==> config.mk <==
export PLATFORM = sky130hd
export DESIGN_NAME = vga_display_param
export DESIGN_NICKNAME = d
export VERILOG_FILES = /design/src/rtl/vga_display_param.sv
export SDC_FILE = /design/constraint.sdc
export NUM_CORES = 1
export LEC_CHECK = 0
export BUFFER_PORTS_ARGS = -buffer_cell sky130_fd_sc_hd__buf_4
export CORE_UTILIZATION = 40
export CTS_CLUSTER_SIZE = 20
export DETAILED_ROUTE_END_ITERATION = 6
export PLACE_DENSITY = 0.6
export SYNTH_ARGS = -nofsm -noshare
export SYNTH_HDL_FRONTEND = slang
export SYNTH_SLANG_ARGS = --single-unit
export TNS_END_PERCENT = 5
==> constraint.sdc <==
create_clock -name vga_clk -period 3.8 [get_ports vga_clk]
set_input_delay 0.38 -clock vga_clk [delete_from_list [all_inputs] [get_ports vga_clk]]
set_output_delay 0.38 -clock vga_clk [all_outputs]
set_load 0.005 [all_outputs]
==> src/rtl/vga_display_param.sv <==
// rtl/vga_display_param.sv - Parametrised VGA raster controller with RAM-latency compensation and test patterns
// Counters feed stage A (RAM addresses); sync/select info rides a delay line so it lines up with the returned pixel data.
module vga_display_param #(
  parameter int H_ACTIVE = 640,
  parameter int H_FP     = 16,
  parameter int H_SYNC   = 96,
  parameter int H_BP     = 48,
  parameter int V_ACTIVE = 480,
  parameter int V_FP     = 10,
  parameter int V_SYNC   = 2,
  parameter int V_BP     = 33,
  parameter int HS_POL   = 0,
  parameter int VS_POL   = 0,
  parameter int CW       = 4,
  parameter int COL_W    = 10,
  parameter int ROW_W    = 9,
  parameter int SCALE    = 0,
  parameter int RD_LAT   = 1
) (
  input  logic              vga_clk,
  input  logic              clrn,
  input  logic [3*CW-1:0]   d_in,
  input  logic [1:0]        mode,
  input  logic [3*CW-1:0]   bg_color,
  output logic [ROW_W-1:0]  row_addr,
  output logic [COL_W-1:0]  col_addr,
  output logic              rdn,
  output logic [CW-1:0]     r,
  output logic [CW-1:0]     g,
  output logic [CW-1:0]     b,
  output logic              hs,
  output logic              vs,
  output logic              de,
  output logic              frame_start
);

  localparam int H_TOTAL = H_ACTIVE + H_FP + H_SYNC + H_BP;
  localparam int V_TOTAL = V_ACTIVE + V_FP + V_SYNC + V_BP;
  localparam int HW      = $clog2(H_TOTAL);
  localparam int VW      = $clog2(V_TOTAL);
  localparam logic HS_ACT = HS_POL[0];
  localparam logic VS_ACT = VS_POL[0];

  // Delay-line word: {act, hs, vs, fs, sel[1:0], pattern colour}
  localparam int PAT_W   = 3 * CW;
  localparam int SEL_LSB = PAT_W;
  localparam int FS_BIT  = PAT_W + 2;
  localparam int VS_BIT  = PAT_W + 3;
  localparam int HS_BIT  = PAT_W + 4;
  localparam int ACT_BIT = PAT_W + 5;
  localparam int INFO_W  = PAT_W + 6;
  localparam logic [INFO_W-1:0] INFO_RST = {1'b0, ~HS_ACT, ~VS_ACT, 1'b0, 2'b00, {PAT_W{1'b0}}};

  if (SCALE < 0 || SCALE > 2) begin : g_bad_scale
    $error("vga_display_param: SCALE must be in 0..2");
  end
  if (RD_LAT < 0 || RD_LAT > 4) begin : g_bad_rd_lat
    $error("vga_display_param: RD_LAT must be in 0..4");
  end

  logic [HW-1:0]      h_cnt_q, h_cnt_d;
  logic [VW-1:0]      v_cnt_q, v_cnt_d;
  logic [1:0]         mode_q, mode_d;
  logic [COL_W-1:0]   col_addr_q, col_addr_d;
  logic [ROW_W-1:0]   row_addr_q, row_addr_d;
  logic               rdn_q, rdn_d;
  logic [PAT_W-1:0]   rgb_q, rgb_d;
  logic [INFO_W-1:0]  stg_q [0:RD_LAT+1];
  logic [INFO_W-1:0]  stg_d [0:RD_LAT+1];

  logic [31:0]        h_ext, v_ext;
  logic               act_raw, hs_raw, vs_raw, fs_raw;
  logic [1:0]         mode_eff;
  logic [2:0]         bar;
  logic [PAT_W-1:0]   bar_col, chk_col, pat_col;
  logic [INFO_W-1:0]  pre;

  always_comb begin
    h_cnt_d = h_cnt_q;
    v_cnt_d = v_cnt_q;
    if (h_cnt_q == HW'(H_TOTAL - 1)) begin
      h_cnt_d = '0;
      v_cnt_d = (v_cnt_q == VW'(V_TOTAL - 1)) ? '0 : v_cnt_q + VW'(1);
    end else begin
      h_cnt_d = h_cnt_q + HW'(1);
    end
  end

  always_comb begin
    h_ext   = 32'(h_cnt_q);
    v_ext   = 32'(v_cnt_q);
    act_raw = (h_ext < 32'(H_ACTIVE)) && (v_ext < 32'(V_ACTIVE));
    hs_raw  = (h_ext >= 32'(H_ACTIVE + H_FP) && h_ext < 32'(H_ACTIVE + H_FP + H_SYNC)) ? HS_ACT : ~HS_ACT;
    vs_raw  = (v_ext >= 32'(V_ACTIVE + V_FP) && v_ext < 32'(V_ACTIVE + V_FP + V_SYNC)) ? VS_ACT : ~VS_ACT;
    fs_raw  = (h_cnt_q == '0) && (v_cnt_q == '0);
    // The first pixel of a frame already uses the freshly sampled mode
    mode_eff = fs_raw ? mode : mode_q;
    mode_d   = mode_eff;
  end

  always_comb begin
    bar = 3'd0;
    for (int k = 1; k < 8; k++) begin
      if (h_ext >= 32'(k * H_ACTIVE / 8)) bar = 3'(k);
    end
    bar_col = {{CW{~bar[0]}}, {CW{~bar[2]}}, {CW{~bar[1]}}};
    chk_col = {PAT_W{h_ext[5] ^ v_ext[5]}};
    pat_col = (mode_eff == 2'b01) ? bar_col : (mode_eff == 2'b10) ? chk_col : '0;
  end

  always_comb begin
    col_addr_d = COL_W'(h_ext >> SCALE);
    row_addr_d = ROW_W'(v_ext >> SCALE);
    rdn_d      = ~act_raw;
    stg_d[0]   = {act_raw, hs_raw, vs_raw, fs_raw, mode_eff, pat_col};
    for (int i = 1; i <= RD_LAT + 1; i++) begin
      stg_d[i] = stg_q[i-1];
    end
  end

  // pre is the word entering the last stage, so colour lands together with sync
  always_comb begin
    pre = stg_q[RD_LAT];
    rgb_d = '0;
    if (pre[ACT_BIT]) begin
      case (pre[SEL_LSB +: 2])
        2'b00:   rgb_d = d_in;
        2'b11:   rgb_d = bg_color;
        default: rgb_d = pre[PAT_W-1:0];
      endcase
    end
  end

  always_ff @(posedge vga_clk or negedge clrn) begin
    if (!clrn) begin
      h_cnt_q    <= '0;
      v_cnt_q    <= '0;
      mode_q     <= 2'b00;
      col_addr_q <= '0;
      row_addr_q <= '0;
      rdn_q      <= 1'b1;
      rgb_q      <= '0;
      for (int i = 0; i <= RD_LAT + 1; i++) begin
        stg_q[i] <= INFO_RST;
      end
    end else begin
      h_cnt_q    <= h_cnt_d;
      v_cnt_q    <= v_cnt_d;
      mode_q     <= mode_d;
      col_addr_q <= col_addr_d;
      row_addr_q <= row_addr_d;
      rdn_q      <= rdn_d;
      rgb_q      <= rgb_d;
      for (int i = 0; i <= RD_LAT + 1; i++) begin
        stg_q[i] <= stg_d[i];
      end
    end
  end

  assign row_addr    = row_addr_q;
  assign col_addr    = col_addr_q;
  assign rdn         = rdn_q;
  assign {b, g, r}   = rgb_q;
  assign de          = stg_q[RD_LAT+1][ACT_BIT];
  assign hs          = stg_q[RD_LAT+1][HS_BIT];
  assign vs          = stg_q[RD_LAT+1][VS_BIT];
  assign frame_start = stg_q[RD_LAT+1][FS_BIT];

endmodule

==> results of run 1 <==
[layout by cell type (no fill, tap or decap), types with 2 or more instances in the layout]
| cell | count |
|---|---|
| nor3_2 | 2 |
| and2_1 | 2 |
| nor2b_1 | 3 |
| or4_1 | 3 |
| clkinvlp_4 | 2 |
| xor2_1 | 7 |
| a221oi_1 | 12 |
| nand4_1 | 4 |
| inv_1 | 12 |
| nand2b_1 | 5 |
| mux2i_1 | 3 |
| xnor2_1 | 6 |
| nand2_1 | 10 |
| nor2_1 | 22 |
| inv_6 | 2 |
| o21ai_0 | 11 |
| or3_1 | 5 |
| nand3_1 | 10 |
| dfstp_2 | 7 |
| clkbuf_8 | 9 |
| a21oi_1 | 3 |
| buf_4 | 64 |
| o31ai_1 | 2 |
| nor3_1 | 4 |
| dfrtp_1 | 67 |
| ha_1 | 6 |
| nor4_1 | 3 |
| mux2_2 | 2 |
[where the power goes]
group          switching [mW]  internal [mW]
Sequential            0.00697          0.812
Combinational          0.0499         0.0537
Clock                   0.298          0.307
[cell families (layout without fill, tap and decap cells)]
group,after synthesis,count (layout),share of synthesized area
adders and majority gates,7,7,0.0296
AOI/OAI and AO/OA,36,36,0.0915
DFF,74,74,0.648
buffers and inverters,24,92,0.0318
muxes,5,5,0.0183
xor gates and xnor gates,13,13,0.0396
and+or+nand+nor,77,77,0.142
[Yosys cell counts, types with 2 or more instances]
cell type	count	area [µm²]
mux2i_1	3	30.0
dfrtp_1	67	1680
ha_1	6	75.1
nand4_1	4	25.0
nor3_1	4	20.0
mux2_2	2	22.5
nor2_1	22	82.6
or4_1	3	22.5
nor2b_1	3	18.8
nor4_1	3	18.8
or3_1	5	31.3
inv_1	12	45.0
nand2_1	10	37.5
xor2_1	7	61.3
nand2b_1	5	31.3
nor3_2	2	20.0
xnor2_1	6	52.6
dfstp_2	7	184
a21oi_1	3	15.0
nand3_1	10	50.1
clkbuf_1	10	37.5
o21ai_0	11	55.1
a221oi_1	12	105
and2_1	2	12.5
o31ai_1	2	15.0
[final cells by class]
cell class                      instances  area (µm²)  share of cell area
Sequential cell                        74        1860               0.513
Multi-Input combinational cell        138         921               0.254
Timing Repair Buffer                   64         480               0.132
Clock buffer                            9         124              0.0341
Tap cell                               96         120              0.0331
Clock inverter                          7        76.3              0.0210
Inverter                               12        45.0              0.0124
[final timing paths]
path / slack [ns] / from / end / depth (start not counted)
max: 1.42 / v_cnt_q[0] / stg_d[25] / 7
min in group vga_clk: 0.27 / mode[0] / stg_d[30] / 3
max in group asynchronous: 3.07 / clrn / col_addr[6] / 1
max reg2reg: 1.42 / v_cnt_q[0] / stg_d[25] / 7
min reg2reg: 0.35 / pre[16] / hs / 0
min: 0.16 / clrn / rgb_q[8] / 1
[flip-flops by register name, indices dropped and copies added, names as in the netlist]
signal,cells
v_cnt_q,10
col_addr,10
stg_d,9
row_addr,9
de,1
hs,1
pre,9
vs,1
rgb_q,12
rdn,1
frame_start,1
col_addr_d,10
[layer usage]
| metal | part of all wire | up-vias |
|---|---|---|
| li1 | - | 952 |
| met1 | 0.47 | 954 |
| met2 | 0.45 | 65 |
| met3 | 0.054 | 10 |
| met4 | 0.019 | 0 |
| met5 | 0 | - |
[through the flow]
| step | utilization | total power, mW |
|---|---|---|
| finish | 0.528 | 1.53 |
| global route | 0.528 | 1.61 |
| CTS | 0.528 | 1.56 |
| detailed placement | 0.499 | 0.941 |
| global placement | 0.499 | 0.938 |
| floorplan | - | 0.868 |
[critical path: stages, from the launching register on]
cell	delay, ns
dfrtp_1	0.41
inv_1	0.10
ha_1	0.15
or4b_1	0.45
or3_4	0.38
or4_1	0.51
a21o_1	0.21
o31ai_1	0.07
==> reports/summary.md, run 1 <==
For the total vias in the final route, the log shows 1981. After synthesis the cells add up to 2870 µm². The H-tree was split into 3 levels. The number of rows in the core area was 30.

The count of cells in the finished layout, fillers not included, comes to 400. The number of hold buffers added after CTS is 0, and the count of warnings emitted by yosys is 0. The remaining global-route overflow was 0; the per-cell via count in the routed design was 4.95. The logs give 9 for the number of buffers added by the clock tree synthesis step and 3630 µm² for the finished layout cell area. Dividing the detail-routed wire length by the instance count gives 13.6 µm. At the pin with the least slew margin, the transition time is 0.888 ns.

The number of antenna diodes in the final layout is 0. In this run the standard cell core region covers 6870 µm². The tools report the maximum ir drop on the vdd rail as 0.222 mV. The insertion delay to the later sink of the worst-skew pair came out at 0.35 ns. The number of instances in the synthesized netlist came out at 236.

Setup repair after global routing left no endpoint under its margin. The effective utilization at floorplan is 0.418. The dominant synthesized flop cell is dfrtp_1. The logs give 0.160 ns for the worst hold slack and 0.0467 for the met3 track utilization from global routing. TritonCTS built the clock tree. The share of cells above drive strength 1 works out to 0.306. Synthesis instantiated 40 different standard cells from the library.

Counting along the longest clock path gives a buffer depth of 2. Synthesis-to-finish area growth: 26.3%. After detailed routing, the number of remaining DRC violations is 0. The logs give 5.45 mm for the sum of routed wire length over all layers and 0.811 for the placer congestion estimate. The logs give 0.221 for the met1 layer usage reported by global route and 3.67 mm for the HPWL reported at the end of detailed placement.

Die boundary height: 86.7 µm. Setup slack on the critical path of the routed design comes to 1.42 ns. In this run the static leakage power is 1.67 nW. In this run the power density over the cells is 421 nW/µm². The placed instances occupy a cell area of 3430 µm². Most used routing layer in global routing: met2.

Average instance area after synthesis: 12.2 µm². STA classifies the critical path endpoint as a register. In this run the post-CTS setup repair buffer count came out at 0.

Remaining antenna violation count after routing: 0. The flow ran to the end, and the final reports show no timing, DRC or antenna violations. The number of nets in the finished design was 333. Clock-pin slew was measured on the worst setup and hold paths at 0.08 ns.

The run gives 270 as the total nets after synthesis. The number of synthesized flops with an enable pin is 0. For the total count of max-transition violations in the final report, the log shows 0.

The clock net in this run drives a total of 74 sinks. The logs give 0 for the hold violation count in the final report and 0.408 for the normalized max-slew margin. Entering global routing, the biggest net connects 75 pins. The first TritonRoute pass finished after 4 iterations. The tools report the global-route usage over all layers as 0.164. The number of failing setup endpoints in the final timing report came out at 0.

The min-delay analysis places its worst path in the category in2async. The sum of negative setup slack was 0 ns; the post-layout minimum cycle time was 2.38 ns. The cell sitting at the root of the clock tree is a clkbuf_8. The tools report the required time reported for the critical path endpoint as 4.05 ns.

The run gives 9.16 mm as the first-pass GRT wire length. STA puts the critical path data arrival time at 2.62 ns. Fraction of synthesis flops using an asynchronous set or reset pin: 1.00. The number of global-route vias before repair is 1902.

Type of the worst setup path: reg2reg. The logs give 621 for the number of inserted filler cells in the final layout and 7520 µm² for the die area. Prior to clock tree synthesis, the placed netlist has a worst setup slack of 1.46 ns. For the number of antenna violations at the first check in global routing, the log shows 0.

After synthesis the netlist holds a flip-flop and latch count of 74. Measured along the x axis, the die boundary spans 86.7 µm. Of all nets on the critical path, the largest fanout is 5. The global routing met2 resource utilization is 0.242, and the fmax is 421 MHz. The clock skew after layout was 0.0106 ns. The tool flagged a number of max-cap violations equal to 0.

The count of port buffers added during placement is 63. The number of top-level pins was 64; the iteration-0 DRC count of the detailed router was 85. The logs give 384 for the total placed cells including tap cells and 0.648 for the fraction of the yosys area taken by sequential cells. The final worst-path cycle share was 0.625. The tools report the kind of launch point of the worst setup path as a register. Post-CTS repair changed the size of 0 cells.
Note: power is estimated with default switching activity, not from simulation.
==> inputs of run 2 (changes only) <==
==> constraint.sdc (replaced) <==
create_clock -name vga_clk -period 2.4 [get_ports vga_clk]
set_input_delay 0.24 -clock vga_clk [delete_from_list [all_inputs] [get_ports vga_clk]]
set_output_delay 0.24 -clock vga_clk [all_outputs]
set_load 0.005 [all_outputs]
==> run 2 against run 1 <==
Effect of this change:
- die area stayed put
- combinational power is 58% higher
- fmax is 2.8% higher
- largest cell class unchanged
==> reports/summary.md, run 2 (synthesis gave the netlist of run 1 again) <==
The commonest non-fill, non-tap cell in the layout was buf_4. The total count of max-transition violations in the final report was 0 (unchanged); the clock skew after layout was 0.0129 ns (+0.00228 ns). The sum of routed wire length over all layers was 5.44 mm (-0.15%); the maximum buffer depth of the clock tree was 2 (unchanged). The worst hold slack was 0.0202 ns (-0.140 ns); the flop-to-flop setup slack was 0.09 ns (-1.34 ns).

Maximum number of pins on one net before global-route repair: 75 (unchanged). The iteration-0 DRC count of the detailed router is 121 (+42%), and the post-layout minimum cycle time is 2.31 ns (-0.0643 ns). The number of failing setup endpoints in the final timing report was 0 (unchanged). The tools report the number of hold buffers added after CTS as 0 (unchanged). The number of global-route vias before repair is 1966 (+3.4%), and the final total power is 2.45 mW (+60%). The flip-flop count of the largest register after layout came out at 12 (unchanged). The normalized max-slew margin is 0.422 (+0.0145), and the area of the multi-input gates is 931 µm² (+1.1%). The final worst-path cycle share is 0.963 (+0.338).

The maximum level of the CTS H-tree is 3 (unchanged). Area inside the core boundary: 6870 µm² (unchanged). The number of antenna violations at the first check in global routing was 0 (unchanged); the insertion delay to the later sink of the worst-skew pair was 0.34 ns (about the same). The run finished with clean final reports. The tools report the global-route usage over all layers as 0.161 (-0.00290). Setup repair after global routing could not meet its margin everywhere. The number of inserted filler cells in the final layout was 613 (-1.3%). The tools report the sum of negative setup slack as 0 ns (unchanged). The tools report the cell at the root of the clock tree as clkbuf_8. The number of detailed-routing iterations run before antenna repair was 4 (unchanged).

Share of cells above drive strength 1: 0.339 (+0.0327). Leaving out fill and tap cells, the most frequent cells in the layout are buf_4, dfrtp_1, nor2_1. The total vias in the final route was 2020 (+2.0%). Arrival time at the worst endpoint: 2.53 ns (-0.09 ns). The required time reported for the critical path endpoint came out at 2.62 ns (-1.43 ns).

Among all stages on the critical path, the largest delay is contributed by or4b_4. The signal on the critical path passes through inv_2 > ha_1 > or4b_4 > or3_4 > nor3_4 > mux2i_1 > o21ai_0. Counting flops per register, the top entry is rgb_q.

The logs give 1.74 nW (+3.8%) for the leakage dissipation and 0 (unchanged) for the remaining global-route overflow. TritonCTS built the clock tree. The number of nets in the finished design was 345 (+3.6%). The fmax was 433 MHz (+2.8%); the synthesis-to-finish area growth was 30.0%. The top fanout value on the critical path came out at 5 (unchanged). The first-pass GRT wire length is 9.11 mm (-0.60%). The logs give 74 (unchanged) for the clock net sink count and 0.0574 ns (-1.40 ns) for the placement-stage worst setup slack. The clock-pin slew on the worst setup and hold paths is 0.08 ns (about the same), and the final worst slack is 0.0893 ns (-1.34 ns).

Count of maximum capacitance violations: 0 (unchanged). The critical path startpoint was v_cnt_q[0]. The placement-stage cell area is 3520 µm² (+2.6%), and the die width is 86.7 µm (unchanged). The number of rows in the core area is 30 (unchanged). The run gives 0.789 (-2.7%) as the placer congestion estimate.

The worst setup path is captured at a register. The worst hold path belongs to the class in2async. The remaining antenna violation count after routing was 0 (unchanged); the transition time of the tightest slew-check pin was 0.867 ns (-0.0217 ns). The per-cell via count in the routed design was 4.90 (-1.0%). The diode insertion count for antenna repair is 0 (unchanged). Effective utilization at floorplan: 0.418 (unchanged). The tools report the area taken by flip-flops and latches as 1860 µm² (unchanged). The count of port buffers added during placement came out at 63 (unchanged).

The critical path is of the reg2reg type. For the maximum ir drop on the vdd rail, the log shows 0.253 mV (+14%). The kind of launch point of the worst setup path was a register. The number of buffers added by the clock tree synthesis step was 9 (unchanged).

The run gives 3730 µm² (+2.9%) as the finished layout cell area. The die area was 7520 µm² (unchanged); the hold violation count in the final report was 0 (unchanged). The wire length per cell after detailed routing works out to 13.2 µm (-3.1%). The power density of the placed cells is 656 nW/µm² (+56%), and the HPWL reported at the end of detailed placement is 3.76 mm (+2.4%). The largest stage delay on the critical path came out at 0.45 ns (-0.06 ns). The startpoint of the worst-slack reg-to-reg timing path is v_cnt_q[0]. The die boundary height is 86.7 µm (unchanged). The remaining design rule violation count is 0 (unchanged). The number of top-level pins was 64 (unchanged).
==> run 2: metal layers <==
layer,GRT usage,part of all wire,vias up
li1,-,-,983
met1,0.208,0.48,953
met2,0.249,0.46,74
met3,0.0343,0.049,10
met4,0.102,0.019,0
met5,0,0,-
==> run 2: through the flow <==
| step | utilization | std cells |
|---|---|---|
| finish | 0.544 | 412 |
| global route | 0.544 | 412 |
| CTS | 0.542 | 412 |
| detailed placement | 0.512 | 396 |
| global placement | 0.512 | 396 |
| floorplan | - | 236 |
==> run 2: repair_timing <==
action,CTS,global route
resized for setup,0,4
buffers inserted,0,0
setup endpoints to repair,0,3
==> run 2: path summary, 6_finish.rpt <==
kind,end,depth (start not counted)
setup / recovery,stg_d[29],7
hold reg to reg,pre[11],0
setup reg to reg,stg_d[29],7
hold / removal,frame_start,1
min in group vga_clk,stg_d[30],3
max in group asynchronous,col_addr_d[6],1
==> run 2: final cells by class <==
type / instances / share of cell area
repair buffers: 76 / 0.153
multi-input cells: 138 / 0.249
flip-flops and latches: 74 / 0.498
clock inverters: 7 / 0.0221
well taps: 96 / 0.0322
inverters: 12 / 0.0121
clock buffers: 9 / 0.0332
==> run 2: power by group <==
part / switching [mW] / total (mW) / internal, mW
registers: 0.0116 / 1.30 / 1.28
logic: 0.0791 / 0.164 / 0.0852
clock network: 0.490 / 0.988 / 0.498
total: 0.581 / 2.45 / 1.87
==> run 2: worst max-delay path: cells and delay by family, from the launching register on <==
| kind | cells | cell delay (ns) |
|---|---|---|
| AO/OA/AOI/OAI | 1 | 0.13 |
| adder cells (fa/ha/maj) | 1 | 0.13 |
| buffers and inverters | 1 | 0.08 |
| flip-flops | 1 | 0.42 |
| multiplexers | 1 | 0.29 |
| AND/OR/NAND/NOR | 3 | 1.13 |
==> inputs of run 3 (changes only) <==
--- a/config.mk
+++ b/config.mk
@@ -5,12 +5,13 @@
 export SDC_FILE = /design/constraint.sdc
 export NUM_CORES = 1
 export LEC_CHECK = 0
+export ABC_CLOCK_PERIOD_IN_PS = 2400
 export BUFFER_PORTS_ARGS = -buffer_cell sky130_fd_sc_hd__buf_4
-export CORE_UTILIZATION = 40
+export CORE_UTILIZATION = 35
 export CTS_CLUSTER_SIZE = 20
 export DETAILED_ROUTE_END_ITERATION = 6
-export PLACE_DENSITY = 0.6
+export PLACE_DENSITY = 0.54
 export SYNTH_ARGS = -nofsm -noshare
 export SYNTH_HDL_FRONTEND = slang
 export SYNTH_SLANG_ARGS = --single-unit
-export TNS_END_PERCENT = 5
+export TNS_END_PERCENT = 10
==> run 3 against run 2 <==
Effect of this change:
- clock-buffer cell count grew 3
- hold slack gained 0.010 ns
- final area is 0.47% higher
- sequential cell count did not move
- cell count rose by 2.2%
- via count fell by 0.40%
- critical path depth unchanged
- sequential share of layout area is 0.23 points lower
- clock skew shrank 0.0083 ns
- register-to-register slack better by 0.06 ns
- largest cell class unchanged
==> reports/summary.md, run 3 (synthesis gave the netlist of run 1 again) <==
The run finished with clean final reports. The cell count of the worst reg-to-reg path came out at 7 (unchanged). Counting flops per register, the top entry is rgb_q. The maximum level of the CTS H-tree was 3 (unchanged); the total vias in the final route was 2012 (-0.40%).

The run gives 445 MHz (+2.9%) as the fmax. Net switching power: 0.526 mW (-9.4%). The first-pass GRT wire length was 9.39 mm (+3.1%). The number of inserted filler cells in the final layout was 721 (+18%); the per-cell via count in the routed design was 4.78 (-2.5%). The tools report the count of maximum capacitance violations as 0 (unchanged). The remaining design rule violation count was 0 (unchanged); the required time reported for the critical path endpoint was 2.62 ns (about the same). The diode insertion count for antenna repair was 0 (unchanged). The run gives 0.070 (+0.003) as the share of total power in combinational logic. The global routing met2 resource utilization is 0.211 (-0.0378), and the hold violation count in the final report is 0 (unchanged). For the final instance count without filler cells, the log shows 421 (+2.2%).

The synthesis-to-finish area growth was 30.6%. The run gives 9 (unchanged) as the number of buffers added by the clock tree synthesis step. The insertion delay to the later sink of the worst-skew pair was 0.34 ns (about the same); the number of nets in the finished design was 348 (+0.87%).

The total placed cells including tap cells came out at 404 (+2.0%). The top fanout value on the critical path was 5 (unchanged). The logs give 0.478 (-0.0655) for the fraction of the core area covered by cells at the end of the flow and 0 (unchanged) for the number of failing setup endpoints in the final timing report.

The library cells used most frequently in the layout, excluding fill and tap cells, are buf_4, dfrtp_1, nor2_1. The fraction of power spent switching nets was 0.224 (-0.0136). For the clock net sink count, the log shows 74 (unchanged).

Setup repair after global routing left no endpoint under its margin. Maximum ir drop on the vdd rail: 0.229 mV (-9.7%). The internal power of the cells came out at 1.83 mW (-2.2%). The critical path in this run is classified as reg2reg. The power density of the placed cells was 627 nW/µm² (-4.4%); the clock skew after layout was 0.00459 ns (-0.00832 ns).

The worst setup path is launched from a register. Maximum number of pins on one net before global-route repair: 75 (unchanged). The tools report the number of top-level pins as 64 (unchanged). The transition time of the tightest slew-check pin works out to 0.881 ns (+0.0143 ns).

The iteration-0 DRC count of the detailed router was 70 (-42%); the number of detailed-routing iterations run before antenna repair was 4 (unchanged). Total count of max-transition violations in the final report: 0 (unchanged). The sum of routed wire length over all layers is 5.67 mm (+4.2%). The normalized max-slew margin is 0.413 (-0.00954). The share of cells above drive strength 1 was 0.348 (+0.00935); the leakage dissipation was 1.75 nW (+0.72%). The HPWL reported at the end of detailed placement is 3.81 mm (+1.2%), and the number of global-route vias before repair is 1967 (+0.051%). The count of port buffers added during placement was 63 (unchanged). Met3 track utilization from global routing: 0.0386 (+0.00430).

The capturing element type of the critical path is a register. The flip-flop count of the largest register after layout is 12 (unchanged). For the number of hold buffers added after CTS, the log shows 0 (unchanged).

Area inside the core boundary: 7850 µm² (+14%). The remaining global-route overflow was 0 (unchanged); the wire length per cell after detailed routing was 13.5 µm (+1.9%). The die area was 8570 µm² (+14%). The maximum buffer depth of the clock tree is 2 (unchanged). The die boundary height works out to 92.6 µm (+6.7%). The clock power share is 0.379 (-0.025).

Sequential share of power: 0.551 (+0.022). For the sum of negative setup slack, the log shows 0 ns (unchanged). The clock-pin slew on the worst setup and hold paths is 0.07 ns (about the same), and the global-route usage over all layers is 0.145 (-0.0159). The post-layout minimum cycle time came out at 2.25 ns (-0.0647 ns). The final worst-path cycle share came out at 0.936 (-0.0270). Number of antenna violations at the first check in global routing: 0 (unchanged).

met2 is the most crowded layer. Die width: 92.6 µm (+6.7%). The effective utilization at floorplan came out at 0.366 (-0.0521). TritonCTS built the clock tree. The commonest non-fill, non-tap cell in the layout was buf_4. For the arrival time at the worst endpoint, the log shows 2.47 ns (-0.06 ns). Cell at the root of the clock tree: clkbuf_8. The class of the tightest hold or removal check is in2async. For the placer congestion estimate, the log shows 0.774 (-1.9%). The logs give 0.194 (-0.0135) for the met1 layer usage reported by global route and 0 (unchanged) for the remaining antenna violation count after routing. The number of rows in the core area was 32 (+6.7%).
-- run 3: cell types whose count changed in the layout (fill, tap and decap cells not counted) --
cell / before / now
o21ai_1: 1 / 2
clkinv_2: 0 / 2
inv_6: 3 / 0
buf_4: 76 / 79
or4_1: 3 / 2
clkbuf_8: 9 / 12
or4_4: 0 / 1
inv_8: 1 / 0
o21ai_0: 10 / 9
bufinv_16: 1 / 0
-- run 3: area by class of cell --
| cell class | instances | area (µm²) | area share |
|---|---|---|---|
| clock inverters | 4 | 25.0 | 0.00667 |
| repair buffers | 79 | 593 | 0.158 |
| inverters | 12 | 45.0 | 0.0120 |
| clock buffers | 12 | 165 | 0.0440 |
| flip-flops and latches | 74 | 1860 | 0.496 |
| well taps | 102 | 128 | 0.0340 |
| multi-input cells | 138 | 935 | 0.249 |
-- run 3: final timing paths --
kind | startpoint | end | slack (ns)
min | clrn | de | 0.03
min reg2reg | pre[14] | frame_start | 0.35
max reg2reg | v_cnt_q[0] | stg_d[21] | 0.15
max in group asynchronous | clrn | col_addr_d[8] | 1.82
max | v_cnt_q[0] | stg_d[21] | 0.15
min in group vga_clk | mode[0] | stg_d[30] | 0.12
-- run 3: stage by stage --
stage	cell area (µm²)	power [mW]	worst slack (ns)	hold slack (ns)
floorplan	2870	1.37	0.170	-0.0556
global placement	3540	1.49	0.142	0.335
detailed placement	3540	1.49	0.109	0.337
CTS	3730	2.40	0.0864	0.0458
global route	3750	2.47	0.00454	0.112
finish	3750	2.35	0.154	0.0305
-- run 3: layer usage --
layer / routed length [µm] / vias up
li1: - / 980
met1: 2690 / 961
met2: 2490 / 61
met3: 362 / 10
met4: 129 / 0
met5: 0 / -
-- run 3: power groups by stage --
stage	Combinational (mW)	Clock [mW]	Sequential (mW)
6_report	0.165	0.892	1.30
3_5_place_dp	0.169	0	1.32
2_1_floorplan	0.0505	0	1.32
5_1_grt	0.189	0.982	1.30
4_1_cts	0.169	0.930	1.30
3_3_place_gp	0.168	0	1.32
-- run 3: timing repair --
item | 4_1_cts | 5_1_grt
setup buffers | 0 | 1
resized for setup | 0 | 6
setup endpoints to repair | 0 | 3
-- run 3: worst max-delay path: stages (launching register included) --
cell and delay (ns):
dfrtp_1 0.39, inv_2 0.06, ha_1 0.14, or4b_4 0.46, or3_4 0.42, nor3_4 0.25
mux2i_1 0.30, o21ai_1 0.11
